**src/rtl/instr_mem_loader_pkg.sv**
```systemverilog
// -----------------------------------------------------------------------------
// instr_mem_loader_pkg
// Shared definitions for the boot-time instruction memory loader: the loader
// FSM state encoding and the number of stream bytes that make one memory word.
// -----------------------------------------------------------------------------
package instr_mem_loader_pkg;

    typedef enum logic [2:0] {
        IDLE,
        LEN_HI,
        LEN_LO,
        DATA,
        WRITE,
        CHK,
        DONE,
        ERROR
    } loaderState_e;

    localparam int WORD_BYTES = 4;

endpackage

```
**src/rtl/instr_mem_loader_byte_packer.sv**
```systemverilog
// -----------------------------------------------------------------------------
// instr_mem_loader_byte_packer
// Packs big-endian stream bytes into 32-bit words and keeps a running XOR
// checksum over every byte it packs.
//
// Ports:
//   clkIn          in   system clock, rising edge
//   rstN           in   asynchronous active-low reset
//   clear          in   restart a new image: byte index and checksum to zero
//   byteAccept     in   byteIn is consumed as a data byte this cycle
//   byteIn         in   stream byte
//   assembledWord  out  word including this cycle's byte (valid with wordReady)
//   checksum       out  XOR of all data bytes packed since the last clear
//   wordReady      out  strobe: this accept completes a word
// -----------------------------------------------------------------------------
module instr_mem_loader_byte_packer
    import instr_mem_loader_pkg::*;
(
    input  logic        clkIn,
    input  logic        rstN,
    input  logic        clear,
    input  logic        byteAccept,
    input  logic [7:0]  byteIn,
    output logic [31:0] assembledWord,
    output logic [7:0]  checksum,
    output logic        wordReady
);

    logic [1:0]  byteIdx;
    logic [31:0] shiftReg;

    // The completed word is exposed combinationally so the top can latch it on
    // the same edge that accepts the last byte, giving a one-cycle write latency.
    assign assembledWord = {shiftReg[23:0], byteIn};
    assign wordReady     = byteAccept && (byteIdx == 2'(WORD_BYTES - 1));

    // NOTE: sequential state uses non-blocking assignments so every register
    // samples pre-edge values, independent of statement order.
    always_ff @(posedge clkIn or negedge rstN) begin
        if (!rstN) begin
            byteIdx  <= 2'd0;
            shiftReg <= 32'd0;
            checksum <= 8'd0;
        end else if (clear) begin
            byteIdx  <= 2'd0;
            checksum <= 8'd0;
        end else if (byteAccept) begin
            byteIdx  <= byteIdx + 2'd1;
            shiftReg <= assembledWord;
            checksum <= checksum ^ byteIn;
        end
    end

endmodule

```
**src/rtl/instr_mem_loader.sv**
```systemverilog
// -----------------------------------------------------------------------------
// instr_mem_loader
// Boot-time writer for the instruction memory. Receives LEN_HI, LEN_LO, 4*N
// data bytes and an XOR checksum byte over a valid/ready handshake, writes
// each packed word sequentially from BASE_ADDR, and releases the processor
// only after a complete image with a good checksum.
//
// Ports:
//   clkIn      in   system clock, rising edge
//   rstN       in   asynchronous active-low reset
//   start      in   one-cycle pulse, begins a load from IDLE, DONE or ERROR
//   byteIn     in   stream byte
//   byteValid  in   byteIn is valid this cycle
//   byteReady  out  loader accepts byteIn this cycle
//   memWe      out  instruction memory write enable (one pulse per word)
//   memAddr    out  instruction memory byte address (held between writes)
//   memData    out  instruction memory write data (held between writes)
//   cpuHold    out  1 = processor PC held in reset
//   done       out  image loaded and checksum good
//   error      out  length or checksum failure
// -----------------------------------------------------------------------------
module instr_mem_loader
    import instr_mem_loader_pkg::*;
#(
    parameter logic [31:0] BASE_ADDR = 32'h0000_0000,
    parameter int          MAX_WORDS = 256
) (
    input  logic        clkIn,
    input  logic        rstN,
    input  logic        start,
    input  logic [7:0]  byteIn,
    input  logic        byteValid,
    output logic        byteReady,
    output logic        memWe,
    output logic [31:0] memAddr,
    output logic [31:0] memData,
    output logic        cpuHold,
    output logic        done,
    output logic        error
);

    loaderState_e state, stateNext;

    logic [7:0]  lenHi;
    logic [15:0] wordCount;
    logic [15:0] wordIdx;
    logic [15:0] lenValue;
    logic        byteAccept;
    logic        lenLoAccept;
    logic        wordReady;
    logic [31:0] assembledWord;
    logic [7:0]  checksum;

    // byteReady depends on state alone so the accept path into the packer and
    // back into next-state logic has no combinational loop.
    assign byteReady   = (state == LEN_HI) || (state == LEN_LO) ||
                         (state == DATA)   || (state == CHK);
    assign byteAccept  = byteValid && byteReady;
    assign lenLoAccept = byteAccept && (state == LEN_LO);
    assign lenValue    = {lenHi, byteIn};

    // Clearing on every header, including N == 0, keeps a stale checksum from
    // a previous image out of the CHK comparison.
    instr_mem_loader_byte_packer u_packer (
        .clkIn         (clkIn),
        .rstN          (rstN),
        .clear         (lenLoAccept),
        .byteAccept    (byteAccept && (state == DATA)),
        .byteIn        (byteIn),
        .assembledWord (assembledWord),
        .checksum      (checksum),
        .wordReady     (wordReady)
    );

    always_ff @(posedge clkIn or negedge rstN) begin
        if (!rstN) begin
            state <= IDLE;
        end else begin
            state <= stateNext;
        end
    end

    // NOTE: every output of this block gets a default first, so no path
    // through the case statement can leave a value unassigned and infer a latch.
    always_comb begin
        stateNext = state;
        memWe     = 1'b0;
        cpuHold   = 1'b1;
        done      = 1'b0;
        error     = 1'b0;
        case (state)
            IDLE: begin
                if (start) stateNext = LEN_HI;
            end
            LEN_HI: begin
                if (byteValid) stateNext = LEN_LO;
            end
            LEN_LO: begin
                if (byteValid) begin
                    if (32'(lenValue) > 32'(MAX_WORDS)) stateNext = ERROR;
                    else if (lenValue == 16'd0)         stateNext = CHK;
                    else                                stateNext = DATA;
                end
            end
            DATA: begin
                if (wordReady) stateNext = WRITE;
            end
            WRITE: begin
                memWe     = 1'b1;
                stateNext = (wordIdx + 16'd1 == wordCount) ? CHK : DATA;
            end
            CHK: begin
                if (byteValid) stateNext = (byteIn == checksum) ? DONE : ERROR;
            end
            DONE: begin
                cpuHold = 1'b0;
                done    = 1'b1;
                if (start) stateNext = LEN_HI;
            end
            ERROR: begin
                error = 1'b1;
                if (start) stateNext = LEN_HI;
            end
            default: stateNext = IDLE;
        endcase
    end

    // NOTE: the instruction memory itself lives outside this block and is not
    // reset; only the write-port registers here get reset values.
    always_ff @(posedge clkIn or negedge rstN) begin
        if (!rstN) begin
            lenHi     <= 8'd0;
            wordCount <= 16'd0;
            wordIdx   <= 16'd0;
            memAddr   <= BASE_ADDR;
            memData   <= 32'd0;
        end else begin
            if (byteAccept && (state == LEN_HI)) lenHi <= byteIn;
            if (lenLoAccept) begin
                wordCount <= lenValue;
                wordIdx   <= 16'd0;
            end
            // Address and data are latched once per word so they hold steady
            // while the next word is being received.
            if (wordReady) begin
                memData <= assembledWord;
                memAddr <= BASE_ADDR + {14'd0, wordIdx, 2'b00};
            end
            if (state == WRITE) wordIdx <= wordIdx + 16'd1;
        end
    end

endmodule
```
**config.mk**
```make
export PLATFORM = sky130hd
export DESIGN_NAME = instr_mem_loader
export DESIGN_NICKNAME = d
export VERILOG_FILES = /design/src/rtl/instr_mem_loader_pkg.sv /design/src/rtl/instr_mem_loader_byte_packer.sv /design/src/rtl/instr_mem_loader.sv
export SDC_FILE = /design/constraint.sdc
export NUM_CORES = 1
export LEC_CHECK = 0
export CAP_MARGIN = 15
export CORE_MARGIN = 4
export CORE_UTILIZATION = 55
export CTS_CLUSTER_SIZE = 25
export DETAILED_ROUTE_END_ITERATION = 8
export DONT_BUFFER_PORTS = 1
export GPL_TIMING_DRIVEN = 0
export PLACE_DENSITY = 0.71
export RECOVER_POWER = 50
export SLEW_MARGIN = 5
export SYNTH_ARGS = -nofsm -noshare
export SYNTH_HDL_FRONTEND = slang
export SYNTH_SLANG_ARGS = --single-unit
```
**constraint.sdc**
```tcl
create_clock -name clkIn -period 2.66 [get_ports clkIn]
set_clock_uncertainty 0.05 [all_clocks]
set_input_delay 0.532 -clock clkIn [delete_from_list [all_inputs] [get_ports clkIn]]
set_output_delay 0.532 -clock clkIn [all_outputs]
set_load 0.05 [all_outputs]
```
==> results of run 1 <==
-- critical path, stage by stage (launching register included) --
cell and delay (ns):
dfrtp_1 0.31, buf_2 0.18, nand4_1 0.33, nor4_1 0.65
xnor2_1 0.18, nand3_1 0.10, nor4_2 0.38, a41o_1 0.23
-- layer usage --
| layer | global-route usage [%] | wire length [microns] | up-vias |
|---|---|---|---|
| li1 | - | - | 1822 |
| met1 | 26.2 | 5280 | 1940 |
| met5 | 0 | 0 | - |
| met3 | 8.04 | 902 | 22 |
| met2 | 34.3 | 5990 | 130 |
| met4 | 7.46 | 236 | 0 |
-- cell families after synthesis --
group	count (synthesis)	share of synthesized area, %
other	1	0.0637
buffers and inverters	47	4.53
xor gates and xnor gates	25	3.72
muxes	97	18.6
and+or+nand+nor	132	12.3
DFF	125	53.1
adders and majority gates	2	0.425
AOI/OAI and AO/OA	68	7.23
-- stage by stage --
stage / instances / setup WS [ns] / total power (W) / hold slack [ns]
after global placement: 648 / 0.155 / 0.00664 / 0.190
after floorplan: 512 / 0.479 / 0.00624 / 0.186
after global routing: 680 / 0.00469 / 0.00947 / -0.378
final: 680 / 0.176 / 0.00897 / -0.341
after detailed placement: 648 / 0.139 / 0.00678 / 0.190
after CTS: 680 / 0.0185 / 0.00904 / -0.372
-- how the worst min path moves through the flow --
stage,start,endpoint,cells past startpoint
after global placement,rstN,memData[27]$_DFFE_PN0P_,0
after detailed placement,rstN,memData[27]$_DFFE_PN0P_,0
final,rstN,memData[27]$_DFFE_PN0P_,0
after floorplan,rstN,lenHi[0]$_DFFE_PN0P_,0
after global routing,rstN,u_packer.shiftReg[12]$_DFFE_PN0P_,0
after CTS,rstN,memData[28]$_DFFE_PN0P_,0
-- cell usage after synthesis, drive strengths merged (8+ instances only) --
library cell  count
dfrtp           125
mux2             97
nand2            38
o21ai            31
buf              30
nor2             25
xnor2            16
clkbuf           13
nor4             11
nand2b           10
a21oi             9
xor2              9
nor3              8
o31ai             8
-- power breakdown --
group          switching, W  internal, W  total (W)
logic              0.000999      0.00115    0.00215
clock network      0.000913      0.00130    0.00221
registers           0.00187      0.00274    0.00461
total               0.00378      0.00519    0.00897
-- registers in the layout, indices dropped and copies added, names as in the netlist --
signal,cells
lenHi,8
wordCount,16
state,3
memAddr,16
wordIdx,16
u_packer.shiftReg,24
u_packer.checksum,8
memData,32
u_packer.byteIdx,2
-- timing repair --
action | CTS | global route
hold endpoints to repair | 125 | 125
buffers inserted | 0 | 0
endpoints found under the setup margin | 2 | 11
resized for setup | 3 | 7
cloned | 0 | 0
-- final cells by class --
type / instances / area (sq um) / share of cell area (%)
Buffer: 43 / 254 / 3.78
Clock buffer: 18 / 428 / 6.38
Clock inverter: 14 / 148 / 2.20
Inverter: 4 / 22.5 / 0.336
Multi-Input combinational cell: 340 / 2560 / 38.1
Sequential cell: 125 / 3130 / 46.6
Tap cell: 136 / 170 / 2.54
==> metrics, run 1 <==
Pre-Repair DR Iteration Count=4; commonest non-fill, non-tap cell in the layout=dfrtp_1; CTS tree=built; initial drt markers=275; Pleak=2.98 nW; Die W=111 microns; grt ovf=0; IO Port Bufs=0; design area=0.00671 sq mm; vias in the first global route=3919; CTS H-tree lvls=4; Final Critical Period=2.48 ns; post-DR vias/cell=5.76; Post-synth ARST share=100%; top area cells in the synthesized netlist=dfrtp_1 53%, mux2_2 19%, o21ai_0 2.6%; Power per Cell Area=1340 mW/mm^2; Worst EP required=3.06 ns; initial antenna violation count=0; post-DR wirelength/cell=18.3 microns; Core Util, Final=64.7%; final-report max-slew violation count=0; Root Buffer=clkbuf_8; Synth cell types=50; Arr. time, crit path=2.88 ns; synthesized flop and latch total=125; antenna cell count=0; worst r2r path cells=7; final setup fails=0; Hold Fails Final Rpt=125; Syn Inst Count=497; TNS Setup=0 ns; Area Overhead vs Synth=14.0%; CORE AREA=0.0104 sq mm; Ys Warns=0; unrepaired setup endpoints after global routing=false; final net count=545; Critical Path End=state[2]$_DFFE_PN0P_; Placed Area=0.00611 sq mm; Post-DP HPWL=8450 microns; share of cells above drive strength 1=32.5%; final wirelength=12400 microns; worst slew pin tran=0.704 ns; status=complete, but fails checks; largest net degree at the start of global routing=126; die height=111 microns; final hold slack=-0.341 ns; fin crit share=93.4%; # clock sinks=125; synthesized area per cell=11.8 sq um; worst hold-check path type=input port to asynchronous set/reset pin; worst vdd ir=781 uV; CTS clock-pin slew for the worst setup and hold paths=0.06 ns; Setup crit start=wordIdx[3]$_DFFE_PN0P_; Max Cap Viol=0; CP Capture Type=flip-flop; fmax=403 MHz; effective utilization at floorplan=56.8%; global-route wire length before repair=20600 microns; number of flops mapped to enable cells by yosys=0; CTS Buf Count=17; fill count=810; failing checks=hold timing; commonest cells after routing, fill and taps aside=124 x dfrtp_1, 97 x mux2_2, 38 x nand2_1; WS Path Type=flip-flop to flip-flop; DRC viols=0; CP startpoint kind=flip-flop; Boundary Pins=81; deepest clock path buffer count=2; area fraction of the dominant cell type after synthesis=53.1%; via count=3914; GPL Wtd Cong=0.851; ANT nets after route=0; FF-to-FF Start=wordIdx[3]$_DFFE_PN0P_; Total GRT Usage=21.2%; cell taking the most area after synthesis=dfrtp_1; Crit Reg-Reg Endpoint=state[2]$_DFFE_PN0P_; R2R setup slack=0.18 ns; synthesized cell area=0.00589 sq mm; Skew-Pair Late Insertion Delay=0.52 ns; Max FO, Critical Path=9; Die ar.=0.0124 sq mm; dominant synthesized flop cell=dfrtp_1; FP Rows=37; Seq/Total Area, Yosys=53.1%; Slew headroom=53.0%
Power figures use the tool's default switching activity.
==> run 2, diff against run 1 <==
--- a/config.mk
+++ b/config.mk
@@ -6,12 +6,14 @@
 export NUM_CORES = 1
 export LEC_CHECK = 0
 export CAP_MARGIN = 15
+export CORE_ASPECT_RATIO = 1.5
 export CORE_MARGIN = 4
 export CORE_UTILIZATION = 55
 export CTS_CLUSTER_SIZE = 25
 export DETAILED_ROUTE_END_ITERATION = 8
 export DONT_BUFFER_PORTS = 1
 export GPL_TIMING_DRIVEN = 0
+export MAX_ROUTING_LAYER = met4
 export PLACE_DENSITY = 0.71
 export RECOVER_POWER = 50
 export SLEW_MARGIN = 5
==> run 2 against run 1 <==
Setup slack got worse by 0.075 ns; the flow still finishes with violations (hold timing); fmax fell by 2.9%; worst hold slack improved by 0.10 ns; routed wire length rose by 2.3%; die area rose by 0.28%; flip-flop and latch count did not move; clock power rose by 4%; final area rose by 0.21%; global-route usage rose by 1.4 points.
==> metrics, run 2 (synthesized netlist as in run 1, its figures left out) <==
Placed Area=0.00612 sq mm (was 0.00611 sq mm); Int Power=0.00528 W (was 0.00519 W); final net count=545 (unchanged); CTS Buf Count=17 (unchanged); worst slew pin tran=1.10 ns (was 0.704 ns); design area=0.00673 sq mm (was 0.00671 sq mm); grt ovf=0 (unchanged); final setup fails=0 (unchanged); Pre-Repair DR Iteration Count=4 (unchanged); Pleak=2.98 nW (about the same); Skew-Pair Late Insertion Delay=0.42 ns (was 0.52 ns); Hold Fails Final Rpt=125 (unchanged); Logic pwr share=23.6% (was 24.0%); max reg flops=32 (unchanged); share of cells above drive strength 1=31.8% (was 32.5%); status=complete, but fails checks (unchanged); Setup crit start=state[1]$_DFFE_PN0P_ (was wordIdx[3]$_DFFE_PN0P_); effective utilization at floorplan=55.9% (was 56.8%); net load switching power=0.00376 W (was 0.00378 W); FP Rows=46 (was 37); Root Buffer=clkbuf_16 (was clkbuf_8); Post-DP HPWL=8710 microns (was 8450 microns); Power per Cell Area=1350 mW/mm^2 (was 1340 mW/mm^2); global-route wire length before repair=20900 microns (was 20600 microns); DRC viols=0 (unchanged); biggest regs=memData x32, u_packer.shiftReg x24 (unchanged); Total GRT Usage=22.6% (was 21.2%); final wirelength=12700 microns (was 12400 microns); Clk pwr share=25.3% (was 24.6%); Max Cap Viol=0 (unchanged); failing checks=hold timing (unchanged); worst vdd ir=894 uV (was 781 uV); antenna cell count=0 (unchanged); commonest cells after routing, fill and taps aside=124 x dfrtp_1, 97 x mux2_2, 38 x nand2_1 (unchanged); ANT nets after route=0 (unchanged); Arr. time, crit path=1.98 ns (was 2.88 ns); deepest clock path buffer count=2 (unchanged); Sw Share=41.6% (was 42.1%); CTS tree=built (unchanged); Critical Path End=byteReady (was state[2]$_DFFE_PN0P_); TNS Setup=0 ns (unchanged); worst r2r path cells=8 (was 7); fmax=391 MHz (was 403 MHz); Biggest register=memData (unchanged); CP Capture Type=output pin (was flip-flop); CTS clock-pin slew for the worst setup and hold paths=0.06 ns (about the same); GPL Wtd Cong=0.893 (was 0.851); fin crit share=96.2% (was 93.4%); Slew headroom=26.6% (was 53.0%); FF-to-FF Start=wordIdx[1]$_DFFE_PN0P_ (was wordIdx[3]$_DFFE_PN0P_); part of the power in registers=51.0% (was 51.4%); Crit Reg-Reg Endpoint=state[2]$_DFFE_PN0P_ (unchanged); commonest non-fill, non-tap cell in the layout=dfrtp_1 (unchanged); # clock sinks=125 (unchanged); Final Critical Period=2.56 ns (was 2.48 ns); CTS H-tree lvls=4 (unchanged); initial drt markers=158 (was 275); Die W=92.5 microns (was 111 microns); unrepaired setup endpoints after global routing=false (unchanged); final hold slack=-0.237 ns (was -0.341 ns); worst hold-check path type=input port to asynchronous set/reset pin (unchanged); vias in the first global route=4052 (was 3919); IO Port Bufs=0 (unchanged); WS Path Type=flip-flop to output pin (was flip-flop to flip-flop); post-DR wirelength/cell=18.5 microns (was 18.3 microns); CP startpoint kind=flip-flop (unchanged); CORE AREA=0.0105 sq mm (was 0.0104 sq mm); R2R setup slack=0.19 ns (was 0.18 ns); Boundary Pins=81 (unchanged); via count=3877 (was 3914); final-report max-slew violation count=0 (unchanged); initial antenna violation count=0 (unchanged); Worst EP required=2.08 ns (was 3.06 ns); die height=135 microns (was 111 microns); Area Overhead vs Synth=14.2% (was 14.0%); Max FO, Critical Path=10 (was 9); Die ar.=0.0125 sq mm (was 0.0124 sq mm); post-DR vias/cell=5.64 (was 5.76); largest net degree at the start of global routing=126 (unchanged); total setup buffers inserted after CTS=0 (unchanged)
[run 2: changes by cell type in the layout (fill, tap and decap cells not counted), sizes merged]
cell,previous run,this run
bufinv,1,2
clkinv,2,4
inv,10,7
[run 2: worst min path at each step]
stage	startpoint	endpoint	slack, ns	cells past startpoint
floorplan	rstN	lenHi[0]$_DFFE_PN0P_	0.19	0
global placement	rstN	memAddr[7]$_DFFE_PN0P_	0.19	0
finish	rstN	memAddr[6]$_DFFE_PN0P_	-0.24	0
global route	rstN	memAddr[7]$_DFFE_PN0P_	-0.26	0
detailed placement	rstN	memAddr[6]$_DFFE_PN0P_	0.19	0
CTS	rstN	u_packer.shiftReg[18]$_DFFE_PN0P_	-0.25	0
[run 2: cell type report]
type                    count  area, sq um
clock inverters            14          160
flip-flops and latches    125         3130
inverters                   4         22.5
plain buffers              43          253
well taps                 144          180
fillers                   832         3810
clock buffers              18          429
multi-input cells         340         2550
[run 2: power by group through the flow]
| stage | sequential (W) | clock [W] | combinational [W] |
|---|---|---|---|
| after detailed placement | 0.00466 | 0 | 0.00212 |
| after global routing | 0.00473 | 0.00242 | 0.00238 |
| after floorplan | 0.00442 | 0 | 0.00182 |
| after CTS | 0.00463 | 0.00233 | 0.00215 |
| final | 0.00462 | 0.00229 | 0.00214 |
| after global placement | 0.00462 | 0 | 0.00204 |
[run 2: worst max-delay path: stages, from the launching register on]
cell      delay, ns
dfrtp_1        0.41
clkbuf_1       0.24
a21oi_1        0.90
[run 2: timing repair]
item                                    in CTS  in global routing
gates resized for setup                      1                  5
endpoints found under the setup margin       1                  8
endpoints found under the hold margin      125                125
[run 2: through the flow]
step           util (%)  hold WS [ns]  setup slack [ns]  total power, W  instances
3_3_place_gp       58.1         0.191             0.181         0.00665        656
2_1_floorplan         -         0.186             0.479         0.00624        512
4_1_cts            63.8        -0.253            0.0660         0.00911        688
5_1_grt            63.9        -0.259           0.00418         0.00953        688
3_5_place_dp       58.1         0.193             0.184         0.00679        656
6_report           63.9        -0.237             0.102         0.00905        688
[run 2: layer usage]
metal,part of all wire (%),track usage [%]
met5,0,-
met4,2.3,9.92
met3,6.5,7.69
met2,52,37.3
met1,39,24.7
